===== config.mk =====
export PLATFORM = sky130hd
export DESIGN_NAME = tx_interp_fir
export DESIGN_NICKNAME = d
export VERILOG_FILES = /design/src/rtl/tx_interp_pkg.sv /design/src/rtl/tx_interp_mac.sv /design/src/rtl/tx_interp_fir.sv
export SDC_FILE = /design/constraint.sdc
export NUM_CORES = 2
export LEC_CHECK = 0
export CORE_MARGIN = 5
export CORE_UTILIZATION = 35
export DETAILED_ROUTE_END_ITERATION = 10
export HOLD_SLACK_MARGIN = 0.08
export PLACE_DENSITY = 0.56
export SLEW_MARGIN = 40
export SYNTH_ARGS = -nofsm -noshare
export SYNTH_HDL_FRONTEND = slang
export SYNTH_SLANG_ARGS = --single-unit

===== constraint.sdc =====
create_clock -name clk -period 14.35 [get_ports clk]
set_input_delay 4.305 -clock clk [delete_from_list [all_inputs] [get_ports clk]]
set_output_delay 4.305 -clock clk [all_outputs]
set_load 0.005 [all_outputs]

===== src/rtl/tx_interp_pkg.sv =====
// -----------------------------------------------------------------------------
// tx_interp_pkg
// Shared constants, types and helpers for the transmit polyphase interpolator.
//   L      interpolation factor (phases per input sample)
//   TAPS   prototype low-pass length; P = TAPS/L taps per phase
//   DW     I/Q sample width (signed); CW coefficient width (signed Q2.14)
//   ACC_W  accumulator width; FRAC fractional bits removed on output
//   COEFS  prototype x L, symmetric, so every phase sums to 16384 (unity DC)
//   state_t controller states
// -----------------------------------------------------------------------------
package tx_interp_pkg;

    localparam int L     = 4;
    localparam int TAPS  = 64;
    localparam int P     = TAPS / L;
    localparam int DW    = 12;
    localparam int CW    = 16;
    localparam int ACC_W = 32;
    localparam int FRAC  = 14;

    localparam int KW = $clog2(P);
    localparam int PW = $clog2(L);
    localparam int AW = $clog2(TAPS);

    typedef enum logic [1:0] {
        IDLE,
        MAC,
        OUT
    } state_t;

    // Phase p of the polyphase bank uses COEFS[k*L + p], k = 0..P-1.
    localparam logic signed [CW-1:0] COEFS [0:TAPS-1] = '{
        -16'sd50,   -16'sd120,  -16'sd30,    16'sd170,
         16'sd200,  -16'sd60,   -16'sd330,  -16'sd210,
         16'sd230,   16'sd450,   16'sd100,  -16'sd480,
        -16'sd540,   16'sd140,   16'sd780,   16'sd490,
        -16'sd550,  -16'sd1080, -16'sd240,   16'sd1120,
         16'sd1250, -16'sd330,  -16'sd1880, -16'sd1220,
         16'sd1420,  16'sd2950,  16'sd700,  -16'sd4300,
        -16'sd5402,  16'sd1600,  16'sd13734, 16'sd24256,
         16'sd24256, 16'sd13734, 16'sd1600, -16'sd5402,
        -16'sd4300,  16'sd700,   16'sd2950,  16'sd1420,
        -16'sd1220, -16'sd1880, -16'sd330,   16'sd1250,
         16'sd1120, -16'sd240,  -16'sd1080, -16'sd550,
         16'sd490,   16'sd780,   16'sd140,  -16'sd540,
        -16'sd480,   16'sd100,   16'sd450,   16'sd230,
        -16'sd210,  -16'sd330,  -16'sd60,    16'sd200,
         16'sd170,  -16'sd30,   -16'sd120,  -16'sd50
    };

    localparam logic signed [ACC_W-1:0] RND_HALF = ACC_W'(1 << (FRAC - 1));
    localparam logic signed [ACC_W-1:0] SAT_MAX  = ACC_W'((1 << (DW - 1)) - 1);
    localparam logic signed [ACC_W-1:0] SAT_MIN  = -SAT_MAX - 1;

    // Round half-up (add half LSB, arithmetic shift) then clamp to DW bits.
    function automatic logic signed [DW-1:0] round_sat(input logic signed [ACC_W-1:0] acc);
        logic signed [ACC_W-1:0] r;
        logic signed [DW-1:0]    res;
        r = (acc + RND_HALF) >>> FRAC;
        if (r > SAT_MAX) begin
            res = SAT_MAX[DW-1:0];
        end else if (r < SAT_MIN) begin
            res = SAT_MIN[DW-1:0];
        end else begin
            res = r[DW-1:0];
        end
        return res;
    endfunction

endpackage


===== src/rtl/tx_interp_mac.sv =====
// -----------------------------------------------------------------------------
// tx_interp_mac
// One channel of the interpolator datapath: P-entry delay line, one
// multiply-accumulate per cycle, and a rounded/saturated output register.
//   clk, rst   clock, synchronous active-high reset (clears everything)
//   shift_i    push din_i into x[0], shift x[k] <= x[k-1]
//   clr_i      clear the accumulator (start of a phase)
//   en_i       accumulate x[k_i] * coef_i
//   last_i     this accumulate is the final tap; load dout_o
//   k_i        tap index within the phase
//   din_i      new input sample
//   coef_i     coefficient for the current tap/phase
//   dout_o     rounded, saturated phase result (holds until next phase ends)
// -----------------------------------------------------------------------------
module tx_interp_mac
    import tx_interp_pkg::*;
(
    input  logic                 clk,
    input  logic                 rst,
    input  logic                 shift_i,
    input  logic                 clr_i,
    input  logic                 en_i,
    input  logic                 last_i,
    input  logic [KW-1:0]        k_i,
    input  logic signed [DW-1:0] din_i,
    input  logic signed [CW-1:0] coef_i,
    output logic signed [DW-1:0] dout_o
);

    logic signed [DW-1:0]    x_q [0:P-1];
    logic signed [DW+CW-1:0] prod;
    logic signed [ACC_W-1:0] acc_q;
    logic signed [ACC_W-1:0] acc_d;
    logic signed [DW-1:0]    dout_q;

    always_ff @(posedge clk) begin
        if (rst) begin
            for (int i = 0; i < P; i++) begin
                x_q[i] <= '0;
            end
        end else if (shift_i) begin
            x_q[0] <= din_i;
            for (int i = 1; i < P; i++) begin
                x_q[i] <= x_q[i-1];
            end
        end
    end

    assign prod  = x_q[k_i] * coef_i;
    assign acc_d = acc_q + {{(ACC_W-DW-CW){prod[DW+CW-1]}}, prod};

    always_ff @(posedge clk) begin
        if (rst || clr_i) begin
            acc_q <= '0;
        end else if (en_i) begin
            acc_q <= acc_d;
        end
    end

    // Output is captured from the final sum directly, so it is valid in the
    // same cycle the controller raises out_valid and stays put under stall.
    always_ff @(posedge clk) begin
        if (rst) begin
            dout_q <= '0;
        end else if (en_i && last_i) begin
            dout_q <= round_sat(acc_d);
        end
    end

    assign dout_o = dout_q;

endmodule


===== src/rtl/tx_interp_fir.sv =====
// -----------------------------------------------------------------------------
// tx_interp_fir
// Polyphase interpolate-by-L FIR for I/Q. Each accepted sample yields L
// outputs (phase 0 first), each computed with P sequential MACs per channel.
//   clk, rst                 clock, synchronous active-high reset
//   in_valid/in_ready        input handshake; ready only in IDLE
//   in_data_i/in_data_q      signed DW-bit input sample
//   out_valid/out_ready      output handshake; data held while stalled
//   out_data_i/out_data_q    signed DW-bit filtered output
// -----------------------------------------------------------------------------
module tx_interp_fir
    import tx_interp_pkg::*;
(
    input  logic                 clk,
    input  logic                 rst,
    input  logic                 in_valid,
    input  logic signed [DW-1:0] in_data_i,
    input  logic signed [DW-1:0] in_data_q,
    output logic                 in_ready,
    output logic                 out_valid,
    output logic signed [DW-1:0] out_data_i,
    output logic signed [DW-1:0] out_data_q,
    input  logic                 out_ready
);

    state_t               state_q;
    logic [PW-1:0]        p_q;
    logic [KW-1:0]        k_q;
    logic                 out_valid_q;

    logic                 accept;
    logic                 last_tap;
    logic                 mac_en;
    logic                 acc_clr;
    logic [AW-1:0]        coef_addr;
    logic signed [CW-1:0] coef;

    logic signed [DW-1:0] ch_din  [0:1];
    logic signed [DW-1:0] ch_dout [0:1];

    assign accept   = (state_q == IDLE) && in_valid;
    assign last_tap = (k_q == KW'(P - 1));
    assign mac_en   = (state_q == MAC);
    // Accumulator restarts on a new sample or when moving to the next phase.
    assign acc_clr  = accept || ((state_q == OUT) && out_ready && (p_q != PW'(L - 1)));

    assign coef_addr = AW'(k_q) * AW'(L) + AW'(p_q);
    assign coef      = COEFS[coef_addr];

    always_ff @(posedge clk) begin
        if (rst) begin
            state_q     <= IDLE;
            p_q         <= '0;
            k_q         <= '0;
            out_valid_q <= 1'b0;
        end else begin
            case (state_q)
                IDLE: begin
                    if (in_valid) begin
                        state_q <= MAC;
                        p_q     <= '0;
                        k_q     <= '0;
                    end
                end
                MAC: begin
                    if (last_tap) begin
                        k_q         <= '0;
                        state_q     <= OUT;
                        out_valid_q <= 1'b1;
                    end else begin
                        k_q <= k_q + KW'(1);
                    end
                end
                OUT: begin
                    if (out_ready) begin
                        out_valid_q <= 1'b0;
                        if (p_q != PW'(L - 1)) begin
                            p_q     <= p_q + PW'(1);
                            state_q <= MAC;
                        end else begin
                            state_q <= IDLE;
                        end
                    end
                end
                default: begin
                    state_q     <= IDLE;
                    out_valid_q <= 1'b0;
                end
            endcase
        end
    end

    assign ch_din[0] = in_data_i;
    assign ch_din[1] = in_data_q;

    for (genvar gi = 0; gi < 2; gi++) begin : g_ch
        tx_interp_mac u_mac (
            .clk     (clk),
            .rst     (rst),
            .shift_i (accept),
            .clr_i   (acc_clr),
            .en_i    (mac_en),
            .last_i  (last_tap),
            .k_i     (k_q),
            .din_i   (ch_din[gi]),
            .coef_i  (coef),
            .dout_o  (ch_dout[gi])
        );
    end

    // Held low while rst is asserted so nothing is offered during reset.
    assign in_ready   = (state_q == IDLE) && !rst;
    assign out_valid  = out_valid_q;
    assign out_data_i = ch_dout[0];
    assign out_data_q = ch_dout[1];

endmodule


# After elaboration in Yosys (flattened, before gate mapping)
# Memory sizes are Yosys's and may differ from the RTL's. A register that Yosys moved wholly into a read port is not among the register bits.
# Cells that the tools add are included.
[word_totals]
reg_bits = 97
out_inout_bits = 26
mem_bits_ro = 1024
word_cells = 144
latch_bits = 0
mem_count = 3
input_bits = 28
mem_bits_rw = 384
[mem_list]
columns = ["name", "words", "word_bits", "read_ports", "rd_ports_with_merged_regs", "wr", "line", "source"]
rows = [
  ["(no name shown)", 64, 16, 1, 0, 0, "tx_interp_fir.sv:48", "assign coef = COEFS[coef_addr];"],
  ["g_ch[0].u_mac.x_q", 16, 12, 16, 1, 16, "tx_interp_mac.sv:30", "logic signed [DW-1:0] x_q [0:P-1];"],
  ["g_ch[1].u_mac.x_q", 16, 12, 16, 1, 16, "tx_interp_mac.sv:30", ""],
]
[op_classes]
addsub = 7
shifts = 0
n_reduce_logical = 15
n_mux = 62
order_cmp = 5
mul = 2
bitwise_logic = 34
eq_ne = 8
n_div = 0
[ops]
columns = ["operator", "n"]
rows = [
  ["$mux W12", 36],
  ["$add A32 B15 Y32 const B", 2],
  ["$add A32 B32 Y32", 2],
  ["$mul A12 B16 Y28", 2],
  ["$gt A18 B12 Y1 const B", 2],
  ["$lt A18 B12 Y1 const B", 2],
  ["$mux W16", 2],
  ["$or A1 B1 Y1", 32],
  ["$mux W4", 6],
  ["$mux W2", 6],
  ["$mux W1", 8],
  ["$ne A2 B2 Y1 const B", 4],
  ["$pmux W4 S2", 1],
  ["$ge A7 B7 Y1 const B", 1],
  ["$not A6 Y7", 1],
  ["$add A6 B2 Y6", 1],
  ["$pmux W2 S3", 1],
  ["$reduce_and A3 Y1", 2],
  ["$logic_and A1 B1 Y1", 5],
  ["$add A4 B1 Y4 const B", 1],
  ["$eq A4 B4 Y1 const B", 1],
  ["$pmux W2 S2", 1],
  ["$reduce_and A4 Y1", 1],
  ["$reduce_bool A2 Y1", 2],
  ["10 further kinds", 11],
]

# Logic depth before layout (Yosys ltp)
[logic_depth]
ltp_word = 11
depth_mapped = 50
mapped_depth_nobuf = 46

# Cells and area by module
# A second synthesis with hierarchy kept.
[hier_totals]
hier_cells = 3722
hier_area_um2 = 40385.0
[modules_own_cells]
columns = ["module", "area_per_inst_um2", "seq_area_each_um2", "instances", "cells_per_inst"]
rows = [
  ["tx_interp_mac at g_ch[1].u_mac", 19217.2, 6646.4, 1, 1735],
  ["tx_interp_mac at g_ch[0].u_mac", 19188.4, 6646.4, 1, 1733],
  ["tx_interp_fir", 1979.4, 180.2, 1, 254],
]

# Worst setup path before layout
# OpenSTA, ideal clock, no wires.
[synth_path]
path_kind = "input-to-reg"
startpoint = "input in_valid"
endpoint = "register g_ch[0].u_mac.acc_q[17]"
required_ps = 14213
path_buffers = 3
slack_ps = 814
stages = 6
arrival_time_ps = 13399
setup_ps = 137
path_cell_list = "clkbuf_1 > a21o_1 > nand2b_1 > clkbuf_1 > clkbuf_1 > a211oi_1"
[synth_via]
elab_chain_len = 3
[synth_lines]
columns = ["item", "line", "source"]
rows = [
  ["start, declared", "tx_interp_fir.sv:16", "input logic in_valid,"],
  ["$logic_and A1 B1 Y1", "tx_interp_fir.sv:41", "assign accept = (state_q == IDLE) && in_valid;"],
  ["$logic_or A1 B1 Y1", "tx_interp_fir.sv:45", "assign acc_clr = accept || ((state_q == OUT) && out_ready && (p_q != PW'(L - 1)));"],
  ["$logic_or A1 B1 Y1", "tx_interp_mac.sv:53", "if (rst || clr_i) begin"],
  ["end signal, assigned", "tx_interp_mac.sv:54", "acc_q <= '0;"],
  ["end signal, assigned", "tx_interp_mac.sv:56", "acc_q <= acc_d;"],
  ["end, declared", "tx_interp_mac.sv:32", "logic signed [ACC_W-1:0] acc_q;"],
]
# Every way passes these cells.
# A chain may end at the register's enable or synchronous reset.

# Final worst setup path
[layout_path]
startpoint = "register p_q[0]"
endpoint = "register g_ch[1].u_mac.dout_q[3]"
[layout_via]
elab_chain_len = 11
elab_cells_between_ends = 12
cone_classes = "3 x add/sub; 1 x mul; 2 x order compare; 4 x mux; 1 x bitwise; 1 x memory"
[layout_lines]
columns = ["item", "line", "source"]
rows = [
  ["start, declared", "tx_interp_fir.sv:27", "logic [PW-1:0] p_q;"],
  ["start signal, assigned", "tx_interp_fir.sv:78", "p_q <= p_q + PW'(1);"],
  ["$add A6 B2 Y6 *", "tx_interp_fir.sv:47", "assign coef_addr = AW'(k_q) * AW'(L) + AW'(p_q);"],
  ["$not A6 Y7 (implied by the code) *", "tx_interp_fir.sv:48", ""],
  ["$mem_v2 Z64 W16 *", "-", ""],
  ["$mux W16 (implied by the code) * (2 in a row)", "tx_interp_fir.sv:48", ""],
  ["$mul A12 B16 Y28 *", "tx_interp_mac.sv:49", "assign prod = x_q[k_i] * coef_i;"],
  ["$add A32 B32 Y32 *", "tx_interp_mac.sv:50", "assign acc_d = acc_q + {{(ACC_W-DW-CW){prod[DW+CW-1]}}, prod};"],
  ["$add A32 B15 Y32 *", "tx_interp_pkg.sv:59", "r = (acc + RND_HALF) >>> FRAC;"],
  ["$lt A18 B12 Y1", "tx_interp_pkg.sv:62", "end else if (r < SAT_MIN) begin"],
  ["$mux W12", "tx_interp_pkg.sv:62", ""],
  ["$mux W12 *", "tx_interp_pkg.sv:60", "if (r > SAT_MAX) begin"],
  ["end signal, assigned", "tx_interp_mac.sv:66", "dout_q <= round_sat(acc_d);"],
  ["end, declared", "tx_interp_mac.sv:34", "logic signed [DW-1:0] dout_q;"],
]
# Mark *: on every way between the ends. The rest lies on a longest branch, timed or not. The select of a mux whose other input is x is not followed.

==> impl_metrics.toml <==
[run_status]
status = "finished clean"

[timing]
skew_ps = 64.6
final.setup.tns_ps = 0
min_period_ps = 12300
slew_violations = 0
period_share_pct = 85.7
worstMarginPinSlew_ps = 905
setup_viol = 0
relSlewSlack_pct = 39.3
fmax_mhz = 81.3
hold_viol = 0
grt_setup_unrepaired = "false"

[final_layout]
postLayoutCellArea_um2 = 43600
drive_gt1_share_pct = 8.43
n_fill_cell = 11200
nets = 4303
seq_area_um2 = 13500
multi_input_area_um2 = 23700
area_growth_syn_to_layout_pct = 10.3
instances_no_fill = 5283

[critical_path]
r2r_setup_slack_ps = 2050
timing.critical_path.mode_cell = "fa_1"
crit_arrival_ps = 12770
reg2regPathDepth = 35
crit_slowest_cell = "dfxtp_1"
cp-end-kind = "flip-flop"
r2r_start = "p_q[0]$_SDFFE_PP0P_"
critPathLaunchType = "flip-flop"
required_ps = 14820
crit_type = "reg2reg"
crit_fanout = 20
r2r-end = "g_ch[1].u_mac.dout_o[3]$_SDFFE_PP0P_"
startpoint = "p_q[0]$_SDFFE_PP0P_"
slowest_delay_ps = 790

[min_path]
hold_depth = 2
min_to = "g_ch[0].u_mac.acc_q[4]$_SDFFE_PP0P_"
hold_path.class = "reg2reg"
worstHoldStart = "g_ch[0].u_mac.acc_q[4]$_SDFFE_PP0P_"

[run]
cap_viol_max_count = 0

[place]
io_buffers = 53
placed_cell_area_um2 = 41600
dpl.hpwl_um = 68900
dp_cells = 5180
gp_congestion = 0.882

[clocking]
clockBufferDepth = 3
cts_setup_buffers = 0
numCtsBuffers = 56
cts_max_level = 2
cts_tree = "done"
clkTransAtPathRegs_ps = 60
cts_hold_buf = 0
cts.sinks = 483
ctsResizeCount = 0
insertion_delay_ps = 680
cts_root_buf = "clkbuf_16"

[drt]
drcViolationCount = 0
ant_nets = 0
drt-wirelength-per-cell_um = 18.5
firstDrtPassIters = 5
vias = 27900
first_iter_violations = 2015
routed_wirelength_um = 97900
via_per_inst = 5.27

[grt]
grt-ovfl-total = 0
antenna_found_initial = 3
first_global_vias = 28000
grt_max_degree = 241
grt.total_usage_pct = 16.0
grt_pass1_wl_um = 156000

[floorplan]
die_h_um = 346
start_util_pct = 35.2
die_x_um = 346
core-area_um2 = 112000
die-area_um2 = 120000
num_io_pins = 54
core.rowCount = 123

[logic_synthesis]
synth-main-ff-cell = "edfxtp_1"
ys_warn_count = 0
synth-edff-count = 384
syn_area_um2 = 39500
synth_nets = 4371
async_flop_share_pct = 0
ys_seq_area_share_pct = 34.2
synth_area_leader_cell = "edfxtp_1"
avgSynthCellArea_um2 = 10.4
synth-seq-cells = 483
netlist_instances = 3808
yosysTopAreaCellShare_pct = 29.2
synthTopCellsByArea = "edfxtp_1, fa_1, mux4_2, ha_1, dfxtp_1"
synth.distinct_cells = 82
synthesized netlist by cell type (all sizes together), types with 46 or more instances:
| master | instances |
|---|---|
| a211oi | 51 |
| a21oi | 201 |
| and2 | 78 |
| and3 | 257 |
| clkbuf | 194 |
| dfxtp | 99 |
| edfxtp | 384 |
| fa | 342 |
| ha | 193 |
| inv | 405 |
| mux4 | 118 |
| nand2 | 416 |
| nor2 | 217 |
| nor2b | 191 |
| nor3 | 46 |
| o21ai | 94 |
| xnor2 | 78 |
placed cells by master (no fill, tap or decap), drive strengths merged, types with 52 or more instances in the layout:
| cell type | netlist | final |
|---|---|---|
| clkbuf | 194 | 63 |
| buf | 35 | 52 |
| o21ai | 94 | 94 |
| inv | 405 | 407 |
| xnor2 | 78 | 78 |
| and2 | 78 | 78 |
| and3 | 257 | 257 |
| a21oi | 201 | 201 |
| nor2 | 217 | 217 |
| ha | 193 | 193 |
| nand2 | 416 | 416 |
| dfxtp | 99 | 99 |
| mux4 | 118 | 118 |
| nor2b | 191 | 191 |
| fa | 342 | 342 |
| edfxtp | 384 | 384 |
per-stage QoR:
step	setup WS (ps)	hold slack [ps]	util [%]
3_3_place_gp	1740	444	36.9
2_1_floorplan	814	436	-
6_report	2050	456	38.8
4_1_cts	2050	459	38.7
5_1_grt	1390	473	38.8
3_5_place_dp	2110	450	37.0
per-layer routing:
layer | track usage, % | wire, µm | vias to the layer above
met5 | 0 | 27 | -
met4 | 3.85 | 2250 | 4
met3 | 2.37 | 4720 | 135
met2 | 25.7 | 45600 | 580
met1 | 23.0 | 45300 | 14200
li1 | - | - | 13000
cells by family after synthesis:
| kind of cell | after synthesis | share of synthesized area [%] |
|---|---|---|
| adders and majority gates | 535 | 23.5 |
| AOI/OAI and AO/OA | 554 | 9.05 |
| xor gates and xnor gates | 109 | 2.49 |
| DFF | 483 | 34.2 |
| buffers and inverters | 634 | 6.08 |
| muxes | 141 | 7.34 |
| and+or+nand+nor | 1352 | 17.4 |
worst max path at each step:
stage | end | cells past startpoint | slack [ps]
floorplan | g_ch[0].u_mac.acc_q[17]$_SDFFE_PP0P_ | 6 | 810
global placement | g_ch[1].u_mac.dout_o[0]$_SDFFE_PP0P_ | 35 | 1740
detailed placement | g_ch[1].u_mac.dout_o[10]$_SDFFE_PP0P_ | 38 | 2110
CTS | g_ch[1].u_mac.dout_o[5]$_SDFFE_PP0P_ | 38 | 2050
global route | g_ch[1].u_mac.dout_o[3]$_SDFFE_PP0P_ | 35 | 1390
finish | g_ch[1].u_mac.dout_o[3]$_SDFFE_PP0P_ | 35 | 2050
cell type report:
type                    count  share of cell area (%)
flip-flops and latches    483                    31.1
clock inverters            37                    1.06
inverters                 405                    3.49
diodes                      1                 0.00574
repair buffers            103                    2.41
well taps                1500                    4.31
multi-input cells        2691                    54.4
clock buffers              63                    3.28
critical path: cells and delay by family (launching register included):
kind / cells / cell delay [ps]
adder cells (fa/ha/maj): 8 / 3660
AO/OA/AOI/OAI: 11 / 3500
buffers and inverters: 4 / 460
flip-flops: 1 / 790
XOR/XNOR: 2 / 440
AND/OR/NAND/NOR: 10 / 3220
sequential cells by signal, summed over array words and instances, names as in the netlist, named ones only:
name and count:
g_ch.u_mac.dout_o 24, p_q 2, g_ch.u_mac.acc_q 62, k_q 4
g_ch.u_mac.x_q 384, out_valid 1, state_q 2
Power is left out: the tool's default activity adds up to more than one toggle a clock period on the data nets, which glitch-free logic cannot reach.
